--- config.mk ---
export PLATFORM = sky130hd
export DESIGN_NAME = imdct_rshift_round
export DESIGN_NICKNAME = d
export VERILOG_FILES = /design/src/rtl/imdct_pkg.sv /design/src/rtl/barrel_shifter32_right.sv /design/src/rtl/imdct_rshift_round.sv
export SDC_FILE = /design/constraint.sdc
export NUM_CORES = 1
export LEC_CHECK = 0
export CAP_MARGIN = 25
export CORE_MARGIN = 5
export CORE_UTILIZATION = 54
export CTS_BUF_LIST = sky130_fd_sc_hd__clkbuf_8
export DETAILED_ROUTE_END_ITERATION = 8
export GPL_ROUTABILITY_DRIVEN = 1
export PLACE_DENSITY_LB_ADDON = 0.08
export SLEW_MARGIN = 30
export SYNTH_ARGS = -nofsm -noshare
export SYNTH_HDL_FRONTEND = slang
export SYNTH_SLANG_ARGS = --single-unit
--- constraint.sdc ---
create_clock -name clk -period 2.3 [get_ports clk]
set_clock_uncertainty 0.05 [all_clocks]
set_input_delay 0.575 -clock clk [delete_from_list [all_inputs] [get_ports clk]]
set_output_delay 0.575 -clock clk [all_outputs]
set_load 0.01 [all_outputs]
--- src/rtl/imdct_pkg.sv ---
// Shared widths and saturation limits for the IMDCT output datapath.
package imdct_pkg;

    localparam int IMDCT_DW = 32;
    localparam int SHAMT_W  = 5;
    localparam int PCM_W    = 16;
    // One guard bit above the IMDCT word so din plus the rounding bias never overflows.
    localparam int ACC_W    = IMDCT_DW + 1;

    // Largest value representable in a signed w-bit word, sign-extended to ACC_W.
    function automatic logic signed [ACC_W-1:0] sat_max(input int w);
        return ACC_W'((64'sd1 <<< (w - 1)) - 64'sd1);
    endfunction

    // Most negative value representable in a signed w-bit word, sign-extended to ACC_W.
    function automatic logic signed [ACC_W-1:0] sat_min(input int w);
        return ACC_W'(-(64'sd1 <<< (w - 1)));
    endfunction

endpackage

--- src/rtl/barrel_shifter32_right.sv ---
// Combinational arithmetic right shifter for the 33-bit rounding sum.
module barrel_shifter32_right
    import imdct_pkg::*;
(
    input  logic signed [ACC_W-1:0]   a,
    input  logic        [SHAMT_W-1:0] sh,
    output logic signed [ACC_W-1:0]   y
);

    // Log-depth shifter: each control bit applies a sign-filling shift of 2^k.
    always_comb begin
        y = a;
        for (int k = 0; k < SHAMT_W; k++) begin
            if (sh[k]) y = y >>> (1 << k);
        end
    end

endmodule

--- src/rtl/imdct_rshift_round.sv ---
// IMDCT output stage: right-shift with optional round-half-up, saturate to PCM,
// mark block boundaries and count saturated samples. Two-stage valid/ready pipeline.
module imdct_rshift_round
    import imdct_pkg::*;
#(
    parameter int OUT_W     = PCM_W,
    parameter int BLOCK_LEN = 36,
    parameter int SATCNT_W  = 16
) (
    input  logic                       clk,
    input  logic                       rst_n,
    input  logic                       in_valid,
    output logic                       in_ready,
    input  logic signed [IMDCT_DW-1:0] din,
    input  logic        [SHAMT_W-1:0]  shamt,
    input  logic                       round_en,
    output logic                       out_valid,
    input  logic                       out_ready,
    output logic signed [OUT_W-1:0]    dout,
    output logic                       out_last,
    output logic        [SATCNT_W-1:0] sat_cnt,
    input  logic                       clear
);

    localparam int CNT_W = (BLOCK_LEN > 1) ? $clog2(BLOCK_LEN) : 1;
    localparam logic [CNT_W-1:0] CNT_LAST = CNT_W'(BLOCK_LEN - 1);
    localparam logic signed [ACC_W-1:0] SAT_HI = sat_max(OUT_W);
    localparam logic signed [ACC_W-1:0] SAT_LO = sat_min(OUT_W);

    // Half an output LSB at the shifted position; zero for truncation or no shift.
    function automatic logic signed [ACC_W-1:0] round_bias(input logic en,
                                                           input logic [SHAMT_W-1:0] sh);
        if (en && sh != '0) return ACC_W'(1) << (sh - SHAMT_W'(1));
        return '0;
    endfunction

    function automatic logic sat_hit(input logic signed [ACC_W-1:0] v);
        return (v > SAT_HI) || (v < SAT_LO);
    endfunction

    function automatic logic signed [OUT_W-1:0] saturate(input logic signed [ACC_W-1:0] v);
        if (v > SAT_HI) return SAT_HI[OUT_W-1:0];
        if (v < SAT_LO) return SAT_LO[OUT_W-1:0];
        return v[OUT_W-1:0];
    endfunction

    logic signed [ACC_W-1:0] sum_p0;
    logic signed [ACC_W-1:0] shr_p0;
    logic signed [ACC_W-1:0] shr_p1;
    logic                    vld_p1;
    logic signed [OUT_W-1:0] dout_p2;
    logic                    last_p2;
    logic                    sat_p2;
    logic                    vld_p2;
    logic [CNT_W-1:0]        blk_cnt;
    logic [CNT_W-1:0]        cnt_eff;
    logic                    in_fire;
    logic                    out_fire;
    logic                    ld_p2;
    logic                    s1_adv;

    // ---- p0: sign-extend, add rounding bias, shift (combinational) ----
    assign sum_p0 = {din[IMDCT_DW-1], din} + round_bias(round_en, shamt);

    barrel_shifter32_right u_shift (
        .a  (sum_p0),
        .sh (shamt),
        .y  (shr_p0)
    );

    // Handshake: S2 refills when empty or draining; S1 moves up under the same condition.
    assign out_fire = vld_p2 & out_ready;
    assign ld_p2    = ~vld_p2 | out_ready;
    assign s1_adv   = vld_p1 & ld_p2;
    assign in_ready = ~vld_p1 | ld_p2;
    assign in_fire  = in_valid & in_ready;

    // ---- p1: capture shifted 33-bit value on input transfer ----
    always_ff @(posedge clk or negedge rst_n) begin
        if (!rst_n) begin
            vld_p1 <= 1'b0;
            shr_p1 <= '0;
        end else if (in_fire) begin
            vld_p1 <= 1'b1;
            shr_p1 <= shr_p0;
        end else if (s1_adv) begin
            vld_p1 <= 1'b0;
        end
    end

    // Block position after this cycle's clear/transfer; also the slot of a sample loading into S2.
    always_comb begin
        cnt_eff = blk_cnt;
        if (clear)         cnt_eff = '0;
        else if (out_fire) cnt_eff = (blk_cnt == CNT_LAST) ? '0 : CNT_W'(blk_cnt + 1'b1);
    end

    // ---- p2: saturate into the output register, tag block end and saturation ----
    always_ff @(posedge clk or negedge rst_n) begin
        if (!rst_n) begin
            vld_p2  <= 1'b0;
            dout_p2 <= '0;
            last_p2 <= 1'b0;
            sat_p2  <= 1'b0;
        end else if (ld_p2) begin
            vld_p2 <= vld_p1;
            if (vld_p1) begin
                dout_p2 <= saturate(shr_p1);
                sat_p2  <= sat_hit(shr_p1);
                last_p2 <= (cnt_eff == CNT_LAST);
            end
        end
    end

    // Output transfers within the current block; clear takes priority over counting.
    always_ff @(posedge clk or negedge rst_n) begin
        if (!rst_n) blk_cnt <= '0;
        else        blk_cnt <= cnt_eff;
    end

    // Saturated samples counted on their output transfer, sticking at all-ones.
    always_ff @(posedge clk or negedge rst_n) begin
        if (!rst_n) begin
            sat_cnt <= '0;
        end else if (clear) begin
            sat_cnt <= '0;
        end else if (out_fire && sat_p2 && sat_cnt != '1) begin
            sat_cnt <= sat_cnt + 1'b1;
        end
    end

    assign out_valid = vld_p2;
    assign dout      = dout_p2;
    assign out_last  = last_p2;

endmodule

==> flow_summary_export.csv <==
group,metric,value,unit
status,violations,"setup timing",
final_layout,fillers,633,
setup_path,cpPeakStageDelay,0.40,ns
routing,routed_wl,36800,µm
timing,finalHoldViolCount,0,
clock_network,clock-sinks,75,
setup_path,path_cells,"buf_8 > buf_6 > nor2_4 > nand3_4 > nor2_1 > ha_1 > a21oi_1 > buf_4 > o21a_1 > o21ba_2 > o31ai_4 > o31ai_4 > buf_4 > buf_6 > mux2i_4 > a211oi_4 > buf_6 > nand2_4 > a31oi_2 > a221o_1",
yosys,synthSimpleGateAreaFrac,23.0,%
grt,antenna_found_initial,0,
yosys,ys_top_cells_by_area,"dfrtp_1, nand2_1, nor2_1",
setup_path,crit_family,"compound AO/OA/AOI/OAI gates",
yosys,muxShareOfSynthArea,7.08,%
timing,worstMarginPinSlew,0.590,ns
power_and_ir_drop,seqPwrFrac,33.5,%
clock_network,cts_made_buffers,9,
grt,grt_overflow_total,0,
setup_path,critical_path_class,"input pin to flip-flop",
power_and_ir_drop,leakage,5.05,nW
yosys,syn_nets,1038,
timing,rsz0062_at_grt,"yes",
routing,wl_per_cell,24.9,µm
routing,vias,10400,
timing,timing.hold.ws,0.0811,ns
setup_path,crit_buf_inv,6,
power_and_ir_drop,p_clk_share,19.9,%
yosys,synth_area_leader_cell,"dfrtp_1",
timing,max_slew_margin,60.7,%
clock_network,h-tree-depth,3,
grt,grt_start_max_net_pins,44,
grt,grtUsageTotal,34.2,%
floorplan,core-area,0.0138,mm²
floorplan,rows,43,
clock_network,path_clk_slew,0.07,ns
routing,dr.pass1.iters,6,
power_and_ir_drop,p_int,3.10,mW
timing,period_needed,4.27,ns
clock_network,hold_buffers,0,
clock_network,cts_max_path_buffers,2,
flow_run,maxCapViolCount,0,
floorplan,chipWidth,128,µm
final_layout,final_cell_mix,"buf_4, nand2_1, nor2_1, dfrtp_1, clkdlybuf4s50_1",
status,status,"finished with violations",
yosys,syn-instance-count,960,
yosys,synth_edf_count,0,
setup_path,slowest_stage,"mux2i_4",
yosys,ys_seq_area_share,25.0,%
power_and_ir_drop,pwr-share-comb,46.6,%
setup_path,required,2.48,ns
yosys,synth_compound_area_share,30.1,%
yosys,synth_top_family_by_area,"compound AO/OA/AOI/OAI gates",
yosys,syn_area,0.00750,mm²
placed_design,gp_congestion,0.944,
yosys,synthFlopType,"dfrtp_1",
timing,fin_ws,-1.97,ns
setup_path,worstPathMaxFanout,4,
yosys,yosys.area_share.adder,5.94,%
clock_network,cts_root_buf,"clkbuf_8",
yosys,ys_ff_latch,75,
power_and_ir_drop,p_per_area,405,mW/mm²
yosys,synth_top_area_share,25.0,%
final_layout,antenna_cells,0,
power_and_ir_drop,vdd_drop_max,0.296,mV
setup_path,crit_path_frequent_cell,"buf_6",
power_and_ir_drop,p_sw_share,37.5,%
final_layout,utilization,89.1,%
timing,finalCritPeriodShare,185,%
routing,drc,0,
final_layout,area_growth,63.6,%
hold_path,hp-class,"input pin to async pin",
placed_design,dp_hpwl,20500,µm
routing,drt_iter0_drc,1570,
setup_path,arrival,4.45,ns
final_layout,nets,1370,
floorplan,pin_count,78,
floorplan,dieArea,0.0163,mm²
grt,grt_pass1_vias,9102,
yosys,synth.distinct_cells,83,
routing,viasPerCell,7.07,
placed_design,placed_cell_area,0.0103,mm²
timing,finalSetupViolations,33,
final_layout,stdcell_area,0.0123,mm²
yosys,async_flop_share,100,%
final_layout,drive_gt1_share,43.2,%
power_and_ir_drop,p_sw,1.86,mW
yosys,synthXorXnorAreaFrac,4.77,%
timing,timing.fmax,234,MHz
clock_network,cts_tree,"done",
yosys,yosysWarnings,0,
floorplan,die_h,128,µm
final_layout,layout_commonest_cell,"buf_4",
timing,finalSetupTns,-55.16,ns
yosys,avgSynthCellArea,7.81,µm²
routing,ant_nets,0,
setup_path,rrSetupSlack,0.02,ns
placed_design,port_buffers,77,
clock_network,clk_latency,0.36,ns
timing,drv_slew,0,
floorplan,start_util,54.4,%
grt,grt_pass1_wl,45400,µm
placed_design,dp_slack,-2.71,ns
setup_path,start_kind,"input pin",
setup_path,end_kind,"flip-flop",
-- cell families after synthesis --
family | Yosys count
AND/OR/NAND/NOR | 369
adder cells (fa/ha/maj) | 35
other | 1
AO/OA/AOI/OAI | 326
XOR/XNOR | 40
multiplexers | 43
buffers and inverters | 71
flip-flops | 75
-- registers in the layout, summed over array words and instances (netlist names) --
name       count
sat_p2         1
out_valid      1
shr_p1        33
vld_p1         1
sat_cnt       16
dout          16
blk_cnt        6
out_last       1
-- power by group through the flow --
stage / Combinational [mW] / Clock, mW / Sequential, mW
finish: 2.31 / 0.988 / 1.67
CTS: 1.94 / 0.979 / 1.65
floorplan: 0.927 / 0 / 1.67
global placement: 1.72 / 0 / 1.66
global route: 2.41 / 1.03 / 1.68
detailed placement: 1.76 / 0 / 1.67
-- metal layers --
metal  part of all wire, %  up-vias  global-route usage [%]
met2                    45     1021                    59.0
met4                    10        0                    19.1
met5                     0        -                       0
met1                    34     4769                    41.5
li1                      -     4270                       -
met3                    11      378                    3.83
-- what timing repair did --
| action | CTS | global route |
|---|---|---|
| gates resized for setup | 164 | 156 |
| endpoints found under the setup margin | 34 | 43 |
| pin swaps | 57 | 98 |
| setup buffers | 35 | 33 |
-- final cells by class --
cell class	instances	area [µm²]	share of cell area (%)
clock inverter	5	48.8	0.398
multi-input combinational	814	6710	54.7
inverter	9	41.3	0.337
clock buffer	10	138	1.12
timing repair buffer	383	3230	26.3
tap	180	225	1.84
sequential	75	1880	15.3
-- worst reg2reg max path, cell delays in order, from the launching register on --
cell     delay (ns)
dfrtp_1        0.40
and3_4         0.20
and3_4         0.20
nand4_1        0.17
o311a_1        0.42
and3_4         0.20
nor2b_4        0.14
nand4_1        0.13
xor2_1         0.18
nor2_1         0.07
-- synth_stat cells, types with 17 or more instances --
master	instances
nand2_1	126
nor2_1	116
a21oi_1	79
dfrtp_1	75
o21ai_0	71
clkbuf_1	44
ha_1	34
mux2i_1	26
a211oi_1	22
nand4_1	22
xor2_1	21
o211ai_1	18
xnor2_1	18
nor3_1	17
-- final timing paths --
kind	from	to	cells past startpoint
max	shamt[2]	shr_p1[16]$_DFFE_PN0P_	20
max in group asynchronous	rst_n	shr_p1[2]$_DFFE_PN0P_	2
min reg2reg	dout[1]$_DFFE_PN0P_	dout[1]$_DFFE_PN0P_	2
max reg2reg	sat_cnt[8]$_DFFE_PN0P_	sat_cnt[14]$_DFFE_PN0P_	9
min in group clk	dout[1]$_DFFE_PN0P_	dout[1]$_DFFE_PN0P_	2
min	rst_n	shr_p1[6]$_DFFE_PN0P_	1
-- stage by stage --
step / total power, mW / std cells
2_1_floorplan: 2.59 / 960
3_3_place_gp: 3.38 / 1401
3_5_place_dp: 3.43 / 1401
4_1_cts: 4.56 / 1447
5_1_grt: 5.12 / 1476
6_report: 4.97 / 1476
No activity file was read; power rests on OpenSTA's default activity.
